$ cat config.mk
export PLATFORM = sky130hd
export DESIGN_NAME = dec_scan_ctrl
export DESIGN_NICKNAME = d
export VERILOG_FILES = /design/src/rtl/dec_scan_ctrl.sv
export SDC_FILE = /design/constraint.sdc
export NUM_CORES = 1
export LEC_CHECK = 0
export ABC_AREA = 1
export BUFFER_PORTS_ARGS = -buffer_cell sky130_fd_sc_hd__buf_2
export CAP_MARGIN = 40
export CORE_MARGIN = 3
export CORE_UTILIZATION = 57
export DETAILED_ROUTE_END_ITERATION = 8
export GPL_TIMING_DRIVEN = 0
export PLACE_DENSITY = 0.77
export SYNTH_ARGS = -nofsm -noshare
export SYNTH_HDL_FRONTEND = slang
export SYNTH_SLANG_ARGS = --single-unit
$ cat constraint.sdc
create_clock -name clk -period 1.98 [get_ports clk]
set_input_delay 0.198 -clock clk [delete_from_list [all_inputs] [get_ports clk]]
set_output_delay 0.198 -clock clk [all_outputs]
set_load 0.01 [all_outputs]
$ cat src/rtl/dec_scan_ctrl.sv
// -----------------------------------------------------------------------------
// dec_scan_ctrl
//
// Purpose:
//   Sequencer that drives the select and enable inputs of a 2-to-4 decoder.
//   The select walks 0,1,2,3,0,... at one position every DIV clocks while
//   scanning. It can also be held and single-stepped, blanked, or stopped.
//   All outputs are registered so they can feed the decoder directly.
//
// Optional feature (macro DEC_SCAN_GAP_EN):
//   When defined, enable drops for the single cycle in which sel shows a new
//   value, so the decoder never glitches between two outputs. When undefined,
//   enable is governed only by state and blank.
//
// Parameters:
//   DIV    clock cycles per select position while scanning (2 .. 2**CNT_W)
//   CNT_W  width of the divider counter
//
// Ports:
//   clk     in   system clock, rising edge
//   reset   in   synchronous active-high reset
//   run     in   level: 1 = scan continuously, 0 = hold the current position
//   step    in   pulse: advance sel by one while holding
//   stop    in   pulse: return to idle (sel back to 0)
//   blank   in   level: forces enable low, sequencing continues
//   sel     out  decoder select
//   enable  out  decoder enable
//   tick    out  one-cycle pulse in the cycle sel shows a new value
//   wrap    out  one-cycle pulse when that change was 3 -> 0
// -----------------------------------------------------------------------------
module dec_scan_ctrl #(
    parameter int DIV   = 4,
    parameter int CNT_W = 16
) (
    input  logic       clk,
    input  logic       reset,
    input  logic       run,
    input  logic       step,
    input  logic       stop,
    input  logic       blank,
    output logic [1:0] sel,
    output logic       enable,
    output logic       tick,
    output logic       wrap
);

    typedef enum logic [1:0] {
        IDLE = 2'd0,
        SCAN = 2'd1,
        HOLD = 2'd2
    } state_t;

    // Terminal count of the divider; DIV-1 always fits in CNT_W bits for a
    // legal DIV.
    localparam logic [CNT_W-1:0] TC_VAL  = CNT_W'(DIV - 1);
    localparam logic [CNT_W-1:0] CNT_ONE = CNT_W'(1);

    state_t           state_q, state_d;
    logic [CNT_W-1:0] cnt_q,   cnt_d;
    logic [1:0]       sel_q,   sel_d;
    logic             en_q,    en_d;
    logic             tick_q,  tick_d;
    logic             wrap_q,  wrap_d;

    // Set when sel moves to its next position on the coming edge.
    logic             adv;

    // -------------------------------------------------------------------------
    // Next-state / next-output logic
    // -------------------------------------------------------------------------
    always_comb begin
        state_d = state_q;
        cnt_d   = cnt_q;
        sel_d   = sel_q;
        adv     = 1'b0;

        if (stop) begin
            state_d = IDLE;
            cnt_d   = '0;
            sel_d   = 2'd0;
        end else begin
            unique case (state_q)
                IDLE: begin
                    if (run) begin
                        state_d = SCAN;
                        cnt_d   = '0;
                    end else if (step) begin
                        // Entering HOLD from IDLE does not move sel.
                        state_d = HOLD;
                    end
                end

                SCAN: begin
                    if (cnt_q == TC_VAL) begin
                        cnt_d = '0;
                        adv   = 1'b1;
                    end else begin
                        cnt_d = cnt_q + CNT_ONE;
                    end
                    // Dropping run on the terminal-count cycle still lets the
                    // advance above happen; only the state changes here.
                    if (!run) begin
                        state_d = HOLD;
                        cnt_d   = '0;
                    end
                end

                HOLD: begin
                    if (run) begin
                        // run wins over a simultaneous step.
                        state_d = SCAN;
                        cnt_d   = '0;
                    end else if (step) begin
                        adv = 1'b1;
                    end
                end

                default: begin
                    state_d = IDLE;
                    cnt_d   = '0;
                    sel_d   = 2'd0;
                end
            endcase

            if (adv) begin
                sel_d = sel_q + 2'd1;
            end
        end

        tick_d = adv;
        wrap_d = adv && (sel_q == 2'd3);

`ifdef DEC_SCAN_GAP_EN
        // Blank the decoder for the one cycle sel settles on its new value.
        en_d = (state_d != IDLE) && !blank && !adv;
`else
        en_d = (state_d != IDLE) && !blank;
`endif
    end

    // -------------------------------------------------------------------------
    // State and output registers
    // -------------------------------------------------------------------------
    always_ff @(posedge clk) begin
        if (reset) begin
            state_q <= IDLE;
            cnt_q   <= '0;
            sel_q   <= 2'd0;
            en_q    <= 1'b0;
            tick_q  <= 1'b0;
            wrap_q  <= 1'b0;
        end else begin
            state_q <= state_d;
            cnt_q   <= cnt_d;
            sel_q   <= sel_d;
            en_q    <= en_d;
            tick_q  <= tick_d;
            wrap_q  <= wrap_d;
        end
    end

    assign sel    = sel_q;
    assign enable = en_q;
    assign tick   = tick_q;
    assign wrap   = wrap_q;

endmodule

After elaboration in Yosys (flattened, before gate mapping)
Cells that the tools add are included.

storage, ports and cells
  bits in registers = 23
  input bits = 6
  output and inout port bits = 5
  logic and storage cells = 40

operators by class
  multiplexer cells = 18
  $add $sub $neg = 2
  reductions and logical operators = 8
  eq/ne operators = 6

operators with widths
  operator                                                                 count
  16-bit two-way mux                                                       3
  16-bit case mux with 2 select lines                                      1
  16-bit by 1-bit adder with 16-bit output (second input constant)         1
  16-bit by 2-bit equality test with 1-bit output (second input constant)  1
  2-bit two-way mux                                                        7
  2-bit case mux with 3 select lines                                       1
  1-bit two-way mux                                                        5
  2-bit equality test (second input constant)                              2
  2-bit by 1-bit != test with 1-bit output (second input constant)         2
  2-bit OR reduction                                                       2
  3-bit OR reduction                                                       1
  2-bit by 1-bit adder with 2-bit output (second input constant)           1
  2-bit by 1-bit equality test with 1-bit output (second input constant)   1
  1-bit logical AND                                                        2
  2-bit zero test                                                          1
  1-bit case mux with 2 select lines                                       1
  2-bit nonzero test                                                       1
  1-bit zero test                                                          1

Longest topological paths before layout
  depth in word-level cells = 6
  gate-level depth with buffers = 11
  gate-level depth less buffers = 11

Worst setup path before layout
Ideal clock, no wire load.

  path kind = register to register
  from = reg state_q[0]
  to = reg cnt_q[15]
  cell stages (with the launch flop) = 11
  buffers on the path = 0
  period minus slack after synthesis = 1.607 ns
  arrival time = 1.496 ns
  path slack = 0.373 ns
  required time = 1.869 ns
  library setup time = 0.111 ns
  cell sequence = dfxtp_1 > inv_1 > ha_1 > o21ai_4 > nand3_4 > nor2_4 > nand2_2 > nor2_1 > nand2_1 > nand2_1 > nor2_2

on the way
  longest elaborated chain between the ends = 3
  elaborated cells between the ends (all ways) = 6
  those cells by class = eq/ne: 3; mux: 1; reduce/logical: 2

RTL lines
  what                                                                                                    line  text
  from (decl)                                                                                             58    state_t state_q, state_d;
  from (signal assigned)                                                                                  153   state_q <= state_d;
  2-bit equality test / 2-bit zero test (equally long branches)                                           82    unique case (state_q)
  2-bit OR reduction (no line)                                                                            n/a
  16-bit case mux with 2 select lines / 2-bit by 1-bit != test with 1-bit output (equally long branches)  n/a
  to (signal assigned)                                                                                    154   cnt_q <= cnt_d;
  to (decl)                                                                                               59    logic [CNT_W-1:0] cnt_q, cnt_d;

Several ways; a longest one is shown, not always the timed one.
A chain may end at the register's enable or synchronous reset.

Worst setup path after layout
  from = reg state_q[0]
  to = reg cnt_q[6]

The elaborated chain is that of the path after synthesis.

==> flow_metrics.py <==
metrics = {
    "cells_and_area": {
        "insertedDiodeCount": 0,
        "drive_gt1_share_pct": 15.51,
        "nets": 200,
        "post_synthesis_to_final_layout_area_growth_pct": 10.77,
        "post-route-cell-area_sq_um": 1364,
    },
    "synthesis": {
        "yosysWarningCount": 0,
        "synth_largest_type_area_fraction_pct": 37.40,
        "yosys.cell_types.count": 26,
        "synth_top_area_cell": "sky130_fd_sc_hd__dfxtp_1",
        "synthesis.instances": 170,
        "synth.yosys.seq_area_share_pct": 37.40,
        "postSynthRegisterBits": 23,
        "postSynthNetCount": 182,
        "avgSynthCellArea_sq_um": 7.242,
        "syn-cell-area_sq_um": 1231,
        "yosys-top-cells-area": "sky130_fd_sc_hd__dfxtp_1 37%, sky130_fd_sc_hd__nor2_1 11%, sky130_fd_sc_hd__nand2_1 10%, sky130_fd_sc_hd__inv_1 6.4%, sky130_fd_sc_hd__ha_1 6.1%",
    },
    "worst_setup_path": {
        "timing.reg2reg.setup_slack_ns": 0.18,
        "path_delay_family": "compound AO/OA/AOI/OAI gates",
        "critPathKind": "reg -> reg",
        "worstPathArrival_ns": 2.01,
        "critPathLaunchType": "flop",
        "worstPathMaxFanout": 8,
        "path_cells": "inv_1 > ha_1 > o21ai_4 > inv_1 > nor2_1 > nand2_1 > o22ai_1 > nor2_1",
        "cpMaxStageDelayCell": "sky130_fd_sc_hd__dfxtp_1",
        "cp_num_buf_inv": 2,
        "timing.critical_path.to_type": "flop",
        "worst-endpoint-required_ns": 2.19,
        "critical_path.max_stage_delay_ns": 0.41,
    },
    "power": {
        "power_frac_clock_pct": 28.6,
        "overall_power_of_the_completed_layout_uw": 743.7,
        "vdd.ir_drop.worst_mv": 0.4357,
        "power_switching_share_pct": 23.35,
        "cell_internal_pwr_uw": 570.1,
        "pwr_density_cell_nw_per_um2": 545.3,
        "netSwitchingPower_uw": 173.7,
        "pwr-share-comb_pct": 8.3,
        "seq_power_share_pct": 63.2,
        "p_leak_uw": 0.0006000,
    },
    "timing": {
        "fin_tns_setup_ns": 0,
        "achievable-frequency_ghz": 0.5545,
        "tightestPinTransition_ns": 0.3041,
        "final-hold-violation-count": 0,
        "relSlewSlack_pct": 79.65,
        "setup_viol": 0,
        "rsz0062_at_grt": "no",
        "post-route-min-period_ns": 1.803,
        "clock-skew-final_ns": 0.001574,
        "report.final.slew_viol_count": 0,
        "post-route-period-util_pct": 91.08,
    },
    "cts": {
        "insertion_delay_ns": 0.30,
        "cts.htree.levels": 1,
        "cts-buffers-inserted": 3,
        "clk_pin_slew_worst_paths_ns": 0.12,
        "post_cts.resized_instances": 0,
        "cts_post_setup_buffers_inserted": 0,
        "tritoncts_clock_tree": "built",
        "cts_root_buffer": "sky130_fd_sc_hd__clkbuf_4",
        "numClockSinks": 23,
        "cts-root-to-sink-buffers": 2,
        "cts-hold-fix-buffers": 0,
    },
    "min_path": {
        "holdCritPathClass": "in -> reg",
    },
    "floorplan": {
        "fp.dieArea_sq_um": 2754,
        "core-area_sq_um": 2002,
        "floorplan.io_pins": 11,
        "die_width_um": 52.48,
        "start_util_pct": 61.50,
        "die_height_um": 52.48,
        "standard_cell_row_count": 16,
    },
    "route": {
        "viasPerCell": 4.972,
        "m1WireLength_um": 980,
        "detailedRoute.firstIterationViolations": 18,
        "route.top_layer_used": "met4",
        "detailroute.wirelength.met3_um": 58,
        "route.met2.wl_mm": 1.181,
        "routed_wirelength_mm": 2.252,
        "drcViolationCount": 0,
        "num_vias": 1064,
        "routedWlPerCell_um": 10.52,
        "drt.antenna.violating_nets": 0,
        "firstDrtPassIters": 4,
    },
    "global_routing": {
        "grt_antenna_before_repair": 0,
        "wire_length_of_the_first_global_routing_pass_mm": 3.953,
        "via_count_of_the_first_global_routing_pass": 1006,
        "gr-total-overflow": 0,
        "groute.usage.overall_pct": 19.18,
        "grt_start_max_net_pins": 13,
    },
    "run_status": {
        "status": "complete, no violations",
    },
    "run": {
        "maxCapViolCount": 0,
    },
    "placed_design": {
        "final_weighted_congestion_in_routability_driven_placement": 0.7372,
        "dpl_cell_area_sq_um": 1315,
        "io_buffers": 10,
        "place.detailed.hpwl_mm": 1.781,
    },
}
-- cell usage in the layout, fill, tap and decap left out --
master / count
sky130_fd_sc_hd__nand3b_1: 1
sky130_fd_sc_hd__nor2_4: 2
sky130_fd_sc_hd__dfxtp_1: 23
sky130_fd_sc_hd__clkbuf_4: 3
sky130_fd_sc_hd__buf_4: 3
sky130_fd_sc_hd__clkbuf_1: 1
sky130_fd_sc_hd__nand4_1: 1
sky130_fd_sc_hd__ha_1: 6
sky130_fd_sc_hd__nand4_2: 1
sky130_fd_sc_hd__xor2_1: 6
sky130_fd_sc_hd__nor2_1: 36
sky130_fd_sc_hd__o21bai_1: 1
sky130_fd_sc_hd__nand2_2: 2
sky130_fd_sc_hd__o21a_1: 1
sky130_fd_sc_hd__nor3b_1: 1
sky130_fd_sc_hd__nor3_1: 2
sky130_fd_sc_hd__nand3_4: 1
sky130_fd_sc_hd__nand2_1: 34
sky130_fd_sc_hd__buf_6: 1
sky130_fd_sc_hd__xnor2_1: 2
sky130_fd_sc_hd__a21oi_1: 6
sky130_fd_sc_hd__buf_2: 10
sky130_fd_sc_hd__inv_1: 21
sky130_fd_sc_hd__o22ai_1: 1
sky130_fd_sc_hd__inv_2: 1
sky130_fd_sc_hd__nor2_2: 3
sky130_fd_sc_hd__o21bai_2: 1
sky130_fd_sc_hd__o21ai_4: 1
sky130_fd_sc_hd__o21ai_0: 3
sky130_fd_sc_hd__nand3_1: 12
-- registers in the layout (all words and copies together) (netlist names) --
register,count
cnt_q,16
sel,2
state_q,2
enable,1
tick,1
wrap,1
-- metrics by stage --
stage	hold WS, ns	setup slack (ns)	std cells	utilization [%]
floorplan	0.2671	0.3731	170	-
finish	0.02635	0.1767	214	68.13
CTS	0.008977	0.1372	211	67.00
detailed placement	0.3573	0.1679	207	65.69
global placement	0.3563	0.2150	207	65.69
global route	0.006226	0.00009526	214	68.13
-- cells by family (layout without fill, tap and decap cells) --
| group | after synthesis | count (layout) | synth area share, % |
|---|---|---|---|
| flip-flops | 23 | 23 | 37.40 |
| AO/OA/AOI/OAI | 14 | 14 | 7.623 |
| AND/OR/NAND/NOR | 96 | 96 | 35.57 |
| adder cells (fa/ha/maj) | 6 | 6 | 6.097 |
| buffers and inverters | 23 | 40 | 7.622 |
| XOR/XNOR | 8 | 8 | 5.691 |
-- cells in the mapped netlist, drive strengths merged --
master   n
nand2   36
dfxtp   23
a21oi    6
o21ai    4
ha       6
o21bai   2
nand4    2
nand3   13
nor2    41
o22ai    1
nor3     2
o21a     1
xor2     6
inv     22
xnor2    2
nand3b   1
buf      1
nor3b    1
-- worst register-to-register path, cell delays in order, from the launching register on --
cell	delay, ns
sky130_fd_sc_hd__dfxtp_1	0.41
sky130_fd_sc_hd__inv_1	0.10
sky130_fd_sc_hd__ha_1	0.26
sky130_fd_sc_hd__o21ai_4	0.31
sky130_fd_sc_hd__inv_1	0.13
sky130_fd_sc_hd__nor2_1	0.17
sky130_fd_sc_hd__nand2_1	0.10
sky130_fd_sc_hd__o22ai_1	0.17
sky130_fd_sc_hd__nor2_1	0.06
-- area by class of cell --
cell class | count | area [sq um]
multi-input combinational | 124 | 676.9
fill | 187 | 638.1
sequential | 23 | 460.4
inverter | 22 | 82.58
timing repair buffer | 13 | 72.57
tap | 27 | 33.78
clock buffer | 4 | 26.28
buffer | 1 | 11.26
-- power groups by stage --
stage	clock network, uW	logic (uW)	registers [uW]
finish	212	61.6	470
global route	246	69.8	471
CTS	227	55.0	470
detailed placement	0	54.9	480
global placement	0	52.8	480
floorplan	0	38.2	480
-- final timing paths --
check | start | end | cells after the start
hold reg to reg | cnt_q[0] | cnt_q[0] | 2
setup / recovery | state_q[0] | cnt_q[6] | 8
hold / removal | blank | enable | 2
setup reg to reg | state_q[0] | cnt_q[6] | 8
-- per-layer routing --
layer / global-route usage, % / vias to the layer above
li1: - / 566
met1: 21.33 / 480
met2: 36.16 / 14
met3: 2.564 / 4
met4: 7.234 / 0
met5: 0 / -
Note: power is estimated with default switching activity, not from simulation.
